### src/rtl/fifo_ctrl_ext.sv
// fifo_ctrl_ext: single-clock circular-buffer FIFO used as a per-port switch
// queue. Adds occupancy count, almost-full/almost-empty thresholds for
// arbiter back-pressure, synchronous flush and sticky overflow/underflow flags.
//
// Ports:
//   clk, rst_n          clock, asynchronous active-low reset
//   flush               synchronous clear of contents (pointers, count)
//   wr_en, data_in      write request and data
//   rd_en               read request (pop); acknowledge in FWFT mode
//   data_out, rd_valid  read data and its qualifier
//   full, empty         count == DEPTH / count == 0
//   almost_full         count >= AF_LEVEL
//   almost_empty        count <= AE_LEVEL
//   count               occupancy 0..DEPTH
//   overflow, underflow sticky error flags, cleared by err_clr
module fifo_ctrl_ext #(
  parameter int DEPTH    = 64,
  parameter int W_WIDTH  = 8,
  parameter int FWFT     = 0,
  parameter int AF_LEVEL = DEPTH - 4,
  parameter int AE_LEVEL = 4,
  localparam int AW      = $clog2(DEPTH)
) (
  input  logic               clk,
  input  logic               rst_n,
  input  logic               flush,
  input  logic               wr_en,
  input  logic [W_WIDTH-1:0] data_in,
  input  logic               rd_en,
  input  logic               err_clr,
  output logic [W_WIDTH-1:0] data_out,
  output logic               rd_valid,
  output logic               full,
  output logic               empty,
  output logic               almost_full,
  output logic               almost_empty,
  output logic [AW:0]        count,
  output logic               overflow,
  output logic               underflow
);

  localparam logic [AW:0] LP_FULL_CNT = (AW+1)'(DEPTH);
  localparam logic [AW:0] LP_AF_CNT   = (AW+1)'(AF_LEVEL);
  localparam logic [AW:0] LP_AE_CNT   = (AW+1)'(AE_LEVEL);

  logic [W_WIDTH-1:0] r_mem [DEPTH];
  logic [AW-1:0]      r_wr_ptr;
  logic [AW-1:0]      r_rd_ptr;
  logic [AW:0]        r_count;
  logic               r_overflow;
  logic               r_underflow;

  logic w_full;
  logic w_empty;
  logic w_wr_acc;
  logic w_rd_acc;
  logic w_ovf_set;
  logic w_unf_set;

  assign w_full  = (r_count == LP_FULL_CNT);
  assign w_empty = (r_count == '0);

  // Each side is judged on the pre-edge state only, so wr+rd while full
  // accepts just the read and wr+rd while empty accepts just the write.
  // Flush masks both requests, including their error reporting.
  assign w_wr_acc  = wr_en & ~w_full  & ~flush;
  assign w_rd_acc  = rd_en & ~w_empty & ~flush;
  assign w_ovf_set = wr_en &  w_full  & ~flush;
  assign w_unf_set = rd_en &  w_empty & ~flush;

  always_ff @(posedge clk) begin
    if (w_wr_acc) begin
      r_mem[r_wr_ptr] <= data_in;
    end
  end

  always_ff @(posedge clk or negedge rst_n) begin
    if (!rst_n) begin
      r_wr_ptr <= '0;
      r_rd_ptr <= '0;
      r_count  <= '0;
    end else if (flush) begin
      r_wr_ptr <= '0;
      r_rd_ptr <= '0;
      r_count  <= '0;
    end else begin
      if (w_wr_acc) r_wr_ptr <= r_wr_ptr + AW'(1);
      if (w_rd_acc) r_rd_ptr <= r_rd_ptr + AW'(1);
      if (w_wr_acc && !w_rd_acc)      r_count <= r_count + (AW+1)'(1);
      else if (w_rd_acc && !w_wr_acc) r_count <= r_count - (AW+1)'(1);
    end
  end

  // A new error in the same cycle as err_clr takes precedence.
  always_ff @(posedge clk or negedge rst_n) begin
    if (!rst_n) begin
      r_overflow  <= 1'b0;
      r_underflow <= 1'b0;
    end else begin
      if (w_ovf_set)    r_overflow  <= 1'b1;
      else if (err_clr) r_overflow  <= 1'b0;
      if (w_unf_set)    r_underflow <= 1'b1;
      else if (err_clr) r_underflow <= 1'b0;
    end
  end

  generate
    if (FWFT == 0) begin : g_reg_read
      logic [W_WIDTH-1:0] r_data_out;
      logic               r_rd_valid;

      always_ff @(posedge clk or negedge rst_n) begin
        if (!rst_n) begin
          r_data_out <= '0;
          r_rd_valid <= 1'b0;
        end else begin
          r_rd_valid <= w_rd_acc;
          if (w_rd_acc) r_data_out <= r_mem[r_rd_ptr];
        end
      end

      assign data_out = r_data_out;
      assign rd_valid = r_rd_valid;
    end else begin : g_fwft_read
      // Memory is not reset, so the head word is forced to zero while empty;
      // this keeps data_out at zero during and right after reset.
      assign data_out = w_empty ? '0 : r_mem[r_rd_ptr];
      assign rd_valid = ~w_empty;
    end
  endgenerate

  assign full         = w_full;
  assign empty        = w_empty;
  assign almost_full  = (r_count >= LP_AF_CNT);
  assign almost_empty = (r_count <= LP_AE_CNT);
  assign count        = r_count;
  assign overflow     = r_overflow;
  assign underflow    = r_underflow;

endmodule

### config.mk
export PLATFORM = sky130hd
export DESIGN_NAME = fifo_ctrl_ext
export DESIGN_NICKNAME = d
export VERILOG_FILES = /design/src/rtl/fifo_ctrl_ext.sv
export SDC_FILE = /design/constraint.sdc
export NUM_CORES = 1
export LEC_CHECK = 0
export CAP_MARGIN = 20
export CORE_MARGIN = 2
export CORE_UTILIZATION = 40
export CTS_BUF_LIST = sky130_fd_sc_hd__clkbuf_4 sky130_fd_sc_hd__clkbuf_8 sky130_fd_sc_hd__clkbuf_16
export CTS_CLUSTER_DIAMETER = 80
export CTS_CLUSTER_SIZE = 30
export DETAILED_ROUTE_END_ITERATION = 7
export HOLD_SLACK_MARGIN = 0.08
export PLACE_DENSITY = 0.53
export REMOVE_ABC_BUFFERS = 1
export SLEW_MARGIN = 20
export SYNTH_ARGS = -nofsm -noshare
export SYNTH_HDL_FRONTEND = slang
export SYNTH_SLANG_ARGS = --single-unit
### constraint.sdc
create_clock -name clk -period 5.4 [get_ports clk]
set_input_delay 0.54 -clock clk [delete_from_list [all_inputs] [get_ports clk]]
set_output_delay 0.54 -clock clk [all_outputs]
set_load 0.1 [all_outputs]
==> metrics.txt, run 1 <==
status=completed; mean post-synth cell area=19.8 µm²; Leakage=7.07 nW; Hold Vio Cnt, Final=0; Power Density=roughly 410 nW/µm²; Chip Height=around 240 µm; Mapped Cells=1089; most frequent cells in the layout=edfxtp_1, mux4_2, nor2_1; Finished Layout Cells=1829; Rows=85; final RePlAce weighted congestion=0.775; Routed wire per std cell=26.3 µm; clock buffer depth=3; RSZ-0062 raised after global routing=no; Slew Viols, Final=0; Hold EP=overflow; vias in the first global route=10400; worst-path maximum fanout=7; placed cells=~1800; GRT overflow=0; WP data required=around 5 ns; # DRC=0; CTS tree=done; DRT Pass-1 Iters=5; DRT Wirelength=48200 µm; clk slew on worst S/H paths=0.11 ns; Async S/R FF share, synth=under 10%; register area share after synthesis=74.6%; Max-Cap Viols=0; post-route ant nets=0; R2R Setup Slk=2.20 ns; CTS Sinks=542; post-layout instance area=23600 µm²; Peak VDD IR=between 0.2 and 0.3 mV; synth warn=0; Iteration-0 DRC Markers=994; Hold WC Path Type=in2reg; commonest non-fill, non-tap cell in the layout=edfxtp_1; worst r2r path cells=7; clk root buf=clkbuf_16; fraction of layout cells with a size suffix above 1=between 20% and 30%; Critical path buffers and inverters=2; Setup Total Neg Slack=0 ns; Final period util=64.4%; worst rel slew slack=32.7%; die area=55900 µm²; Fill cells=~4700; Setup CP Type=reg2out; first-pass GRT wire length=72000 µm; critical path's largest stage delay=around 1.1 ns; worst hold path startpoint=err_clr; R2R Path Start=r_rd_ptr[0]; Total GRT Usage=between 15 and 20%; final net count=1135; I/O pin count=36; critical path cell sequence=nor4_2 > nand3_1 > inv_1 > clkdlybuf4s50_1; hold path depth=2; #FFs+latches synth=542; EDFF count, synth=a little over 500; CP arrival=2.94 ns; Via-to-Cell Ratio=5.55; total CTS buffers=27; critical path's top delay family=buffers and inverters; main flop type after synthesis=edfxtp_1; Finished Core Util=44.0%; via count=around 10000; r2r endpoint=data_out[3]; pin count of the biggest net entering global routing=65; Synth cell types=60; Post-CTS Repair Setup Buffers=0; final setup vio count=0; Fmax achieved=roughly 290 MHz; initial antenna violation count=1; Placeable Area=53600 µm²; leading area contributor after synthesis=edfxtp_1; Clk Latency, worst-skew pair=0.60 ns; min Tclk post-route=around 3.5 ns; Worst Setup End Kind=primary output; Buffers on Ports=35; post-CTS resize count=0; CP Launch Type=flop; CTS H-Tree Depth=1; die width=236 µm; Layout Area Growth over Synthesis=9.02%; placed cell areas=22600 µm²; Slew @ Worst Pin=1.01 ns; DP HPWL=a little under 30000 µm; Synth area leaders=edfxtp_1, mux4_2, dfrtp_1, mux2i_1, nor2_1; Ant. Diodes=0; clock skew=around 0.022 ns; Yosys top cell area share=between 70% and 80%; mapped cell area=21600 µm²; effective utilization at floorplan=40.3%; slowest CP cell=clkdlybuf4s50_1
## flip-flops by register name, indices dropped and copies added (netlist names)
signal and cells:
underflow 1, r_mem 512, count 7, r_wr_ptr 6, rd_valid 1, data_out 8
r_rd_ptr 6, overflow 1
## worst max-delay path by stage
stage | start | to | slack (ns) | depth (start not counted)
finish | count[0] | full | 1.92 | 4
global route | count[0] | full | 1.79 | 4
CTS | count[0] | full | 1.88 | 4
detailed placement | wr_en | r_mem[31][3] | 1.89 | 6
global placement | flush | r_mem[36][0] | 1.91 | 4
floorplan | r_rd_ptr[0] | data_out[7] | -1.13 | 6
## metal layers
layer,global-route usage (%),wire length [µm],vias to the layer above
li1,-,-,4436
met2,27.2,22600,262
met3,2.31,2420,47
met1,26.3,22200,5415
met4,4.10,942,0
met5,0,0,-
## cell type report
class	count	area (µm²)	share of cell area (%)
well taps	696	871	3.70
clock buffers	32	713	3.03
clock inverters	18	230	0.977
multi-input cells	476	5090	21.6
repair buffers	55	483	2.05
inverters	10	37.5	0.159
flip-flops and latches	542	16100	68.5
## power by group
part           internal, W  switching, W
registers          0.00467      0.000208
clock network      0.00104       0.00146
logic             0.000921       0.00140
total              0.00663       0.00307
## kinds of logic (layout without fill, tap and decap cells)
logic type / count (synthesis) / in the layout / synth area share (%)
flops: 542 / 542 / 74.6
compound gates: 70 / 70 / 2.26
buf+inv: 71 / 115 / 1.82
fa+ha+maj: 9 / 9 / 0.556
simple gates: 204 / 204 / 4.47
mux: 179 / 179 / 15.7
xor+xnor: 14 / 14 / 0.567
## cell usage after synthesis (2+ instances only)
cell and n:
dfrtp_1 30, a211oi_1 8, o221ai_1 2, nand3b_1 3, mux2i_1 39, nor3_1 4
mux4_2 127, or3b_2 2, buf_6 7, o22ai_1 13, nor3b_1 3, mux2_2 13
buf_1 5, nor2b_1 6, or3_1 3, nor2_1 82, nor4_1 2, o21ai_0 9
xor2_1 9, a21o_1 3, nand4_1 11, ha_1 8, a22oi_1 6, edfxtp_1 512
xnor2_1 5, and2_1 2, nand2b_1 12, o32ai_1 2, clkbuf_1 23, nand2_1 51
a31oi_1 2, inv_1 9, nand3_1 13, buf_2 14, a21oi_1 14, buf_4 11
## stage by stage
stage / hold slack (ns) / worst slack, ns / power [W]
floorplan: 0.244 / -1.13 / 0.00681
global placement: 0.524 / 1.91 / 0.00733
detailed placement: 0.542 / 1.89 / 0.00734
CTS: 0.511 / 1.88 / 0.00982
global route: 0.547 / 1.79 / 0.0101
finish: 0.534 / 1.92 / 0.00970
## what timing repair did
item	4_1_cts	5_1_grt
endpoints found under the hold margin	30	0
hold buffers	1	0
setup endpoints to repair	0	0
Note: power is estimated with default switching activity, not from simulation.
==> inputs of run 2 (changes only) <==
- PLACE_DENSITY: 0.53 -> 0.55
- clock period: 5.4 -> 2.8 ns (I/O delays scaled with it)
==> metrics.txt, run 2 (same netlist as run 1, synthesis figures left out) <==
Clk network pwr share=25.0%; total CTS buffers=26; Switching Power=0.00595 W; die area=~56000 µm²; setup ws final=between 0.15 and 0.2 ns; Via-to-Cell Ratio=5.40; fraction of layout cells with a size suffix above 1=29.7%; worst-path maximum fanout=3; Peak VDD IR=0.587 mV; Routed wire per std cell=25.1 µm; WP data required=3.29 ns; Worst Setup End Kind=flop; final setup vio count=0; CTS H-Tree Depth=1; placed cells=1894; Slew Viols, Final=0; min Tclk post-route=roughly 2.6 ns; CP Launch Type=flop; Sw Ratio=31.3%; Setup CP Type=reg2reg; I/O pin count=36; hold_ws=0.144 ns; Chip Height=236 µm; Layout Area Growth over Synthesis=13.6%; die width=236 µm; CTS tree=done; worst rel slew slack=50.9%; DP HPWL=32400 µm; Fill cells=4558; final RePlAce weighted congestion=0.877; Comb pwr share=a little over a quarter; final net count=1251; initial antenna violation count=0; Setup Total Neg Slack=0 ns; slowest CP cell=dfrtp_1; Finished Layout Cells=1939; Iteration-0 DRC Markers=1031; vias in the first global route=10800; first-pass GRT wire length=around 72000 µm; Clk Latency, worst-skew pair=~0.60 ns; Hold Vio Cnt, Final=0; Ant. Diodes=0; commonest non-fill, non-tap cell in the layout=edfxtp_1; effective utilization at floorplan=40.3%; Slew @ Worst Pin=between 0.7 and 0.8 ns; Placeable Area=53600 µm²; most frequent cells in the layout=edfxtp_1, buf_4, mux4_2; status=completed; Fmax achieved=between 300 and 400 MHz; pin count of the biggest net entering global routing=65; Buffers on Ports=35; critical path cell sequence=nor4_4 > buf_4 > a31o_2 > or3_1 > inv_1 > fa_1 > nor2b_1 > o21ai_1 > a21oi_1 > o21ba_2 > o21ai_1 > nor3b_2; Total GRT Usage=between 10% and 20%; Rows=85; Finished Core Util=45.8%; DRT Pass-1 Iters=5; R2R Setup Slk=0.16 ns; CTS Sinks=around 540; via count=between 10000 and 15000; Setup WS pre-CTS=0.0172 ns; clock skew=0.0210 ns; DRT Wirelength=48700 µm; post-route ant nets=0; sequential fraction of design power=48.5%; critical path's largest stage delay=approximately 0.42 ns; Power Density=775 nW/µm²; clk root buf=clkbuf_16; most frequent CP cell=o21ai_1; Final period util=94.3%; # DRC=0; Leakage=7.74 nW; clock buffer depth=3; clk slew on worst S/H paths=0.11 ns; Hold WC Path Type=in2reg; GRT overflow=0; Biggest register=r_mem; CP arrival=3.13 ns; max reg flops=approximately 510; Max-Cap Viols=0; P_int=0.0131 W
-- run 2: cell type report --
type                       instances  area, µm²  area share [%]
sequential                       542      16100            65.7
multi-input combinational        476       5110            20.8
timing repair buffer             172       1470            6.00
tap                              696        871            3.55
clock buffer                      27        676            2.75
clock inverter                    16        240           0.979
inverter                          10       37.5           0.153
-- run 2: final timing paths --
path / end / depth (start not counted) / start
worst max-delay path: count[6] / 12 / count[3]
worst min-delay path: r_mem[51][2] / 1 / data_in[2]
worst max register to register: count[6] / 12 / count[3]
worst min register to register: overflow / 2 / overflow
max in group asynchronous: data_out[6] / 3 / rst_n
min in group asynchronous: count[6] / 2 / rst_n
-- run 2: power groups by stage --
| stage | registers, W | logic [W] | clock network [W] |
|---|---|---|---|
| 3_5_place_dp | 0.00940 | 0.00505 | 0 |
| 2_1_floorplan | 0.0104 | 0.00212 | 0 |
| 5_1_grt | 0.00925 | 0.00536 | 0.00517 |
| 6_report | 0.00923 | 0.00503 | 0.00476 |
| 4_1_cts | 0.00922 | 0.00506 | 0.00489 |
| 3_3_place_gp | 0.00940 | 0.00501 | 0 |
-- run 2: layer usage --
layer / wire length (µm) / GRT usage [%] / vias to the layer above
met5: 0 / 0 / -
met4: 821 / 3.64 / 0
met3: 1840 / 1.50 / 44
met2: 23200 / 28.3 / 219
met1: 22800 / 26.3 / 5542
li1: - / - / 4674
-- run 2: through the flow --
stage	area, µm²	total power, W
after floorplan	21300	0.0125
after detailed placement	23600	0.0145
after global placement	23600	0.0144
final	24500	0.0190
after CTS	24500	0.0192
after global routing	24500	0.0198
-- run 2: repair_timing --
action,CTS,global route
endpoints found under the hold margin,1,0
endpoints found under the setup margin,0,2
setup buffers,0,1
gates resized for setup,0,5
hold buffers,1,0
-- run 2: critical path: cells and delay by family (launching register included) --
family                   cells  cell delay, ns
flip-flops                   1            0.42
AND/OR/NAND/NOR              4            0.79
AO/OA/AOI/OAI                5            0.72
buffers and inverters        2            0.24
adder cells (fa/ha/maj)      1            0.39
==> inputs of run 3 (changes only) <==
- DONT_BUFFER_PORTS: unset -> 1
- PLACE_DENSITY: 0.55 -> 0.54
- SKIP_CTS_REPAIR_TIMING: unset -> 1
- clock period: 2.8 -> 2.4 ns (I/O delays scaled with it)
==> metrics.txt, run 3 (same netlist as run 1, synthesis figures left out) <==
CTS tree=done; Placeable Area=53600 µm²; Finished Core Util=about 47%; WP data required=2.87 ns; Fmax achieved=392 MHz; Rows=85; setup ws final=-0.152 ns; clk root buf=clkbuf_16; DP HPWL=31400 µm; Max-Cap Viols=0; # DRC=0; Setup Total Neg Slack=-0.389 ns; Total GRT Usage=17.7%; Slew @ Worst Pin=between 0.9 and 1 ns; via count=10600; most frequent cells in the layout=edfxtp_1, mux4_2, buf_4; worst r2r path cells=13; CP arrival=3.03 ns; RSZ-0062 raised after global routing=yes; clock buffer depth=3; clock skew=0.0243 ns; Chip Height=between 200 and 250 µm; initial antenna violation count=0; failing checks=hold timing, setup timing; effective utilization at floorplan=between 40% and 50%; post-route ant nets=0; pin count of the biggest net entering global routing=65; commonest non-fill, non-tap cell in the layout=edfxtp_1; Slew Viols, Final=0; worst-path maximum fanout=3; Leakage=~7.8 nW; Finished Layout Cells=1926; max reg flops=512; GRT overflow=0; Power Density=894 nW/µm²; Final period util=106%; area of the multi-input gates=5620 µm²; Layout Area Growth over Synthesis=16.9%; placed cells=1848; Design Power=0.0226 W; Setup CP Type=reg2reg; DRT Pass-1 Iters=5; CTS Sinks=542; final RePlAce weighted congestion=0.798; Sequential Area=16100 µm²; die area=55900 µm²; I/O pin count=36; DRT Wirelength=49800 µm; CTS H-Tree Depth=1; hold_ws=-0.281 ns; Buffers on Ports=0; Routed wire per std cell=approximately 26 µm; Via-to-Cell Ratio=between 5 and 6; status=finished with violations; Iteration-0 DRC Markers=1033; total CTS buffers=25; fraction of layout cells with a size suffix above 1=33.3%; Fill cells=4467; final setup vio count=3; Worst Setup End Kind=flop; hold path depth=1; worst rel slew slack=37.9%; Hold WC Path Type=in2reg; CP Launch Type=flop; clk slew on worst S/H paths=0.10 ns; die width=236 µm; Biggest register=r_mem; Clk Latency, worst-skew pair=0.59 ns; first-pass GRT wire length=73300 µm; final net count=1239; Peak VDD IR=0.718 mV; Hold Vio Cnt, Final=12; Ant. Diodes=0; vias in the first global route=10600; min Tclk post-route=2.55 ns
## run 3: per-stage QoR
step	hold WS [ns]	worst slack, ns	cell area (µm²)
detailed placement	-0.0548	-0.343	23300
CTS	-0.683	-0.378	24100
floorplan	-0.0556	-4.13	21300
global route	-0.309	-0.349	25300
finish	-0.281	-0.152	25300
global placement	-0.0544	-0.316	23300
## run 3: routing by layer
metal / part of all wire (%) / vias to the layer above / global-route usage, %
met4: 1.8 / 0 / 3.64
met2: 48 / 219 / 28.4
met1: 46 / 5684 / 26.4
li1: - / 4644 / -
met5: 0 / - / 0
met3: 3.6 / 37 / 1.85
## run 3: area by class of cell
class	count	share of cell area (%)
flip-flops and latches	542	63.9
multi-input cells	476	22.2
repair buffers	161	7.16
well taps	696	3.45
clock buffers	29	2.60
clock inverters	12	0.545
inverters	10	0.149
## run 3: final timing paths
path / startpoint / endpoint / slack (ns)
max reg2reg: count[0] / count[5] / -0.15
min: flush / count[0] / -0.28
min in group asynchronous: rst_n / overflow / 0.18
min reg2reg: data_out[4] / data_out[4] / 0.61
max in group asynchronous: rst_n / r_rd_ptr[4] / 2.02
max: count[0] / count[5] / -0.15
## run 3: critical path: stages (launching register included)
cell	delay (ns)
dfrtp_1	0.42
nor4_2	0.05
buf_4	0.15
buf_4	0.13
a31o_4	0.22
or3_4	0.37
ha_4	0.27
buf_6	0.11
a21oi_2	0.11
nand2_1	0.07
a21o_1	0.17
a21oi_2	0.14
xnor2_1	0.10
a21o_1	0.15
## run 3: power breakdown
group | switching, W | internal (W) | total, W | leakage, nW
clock | 0.00303 | 0.00209 | 0.00513 | 0.386
combinational | 0.00385 | 0.00293 | 0.00678 | 2.41
sequential | 0.000170 | 0.0105 | 0.0107 | 4.99
total | 0.00706 | 0.0155 | 0.0226 | 7.79
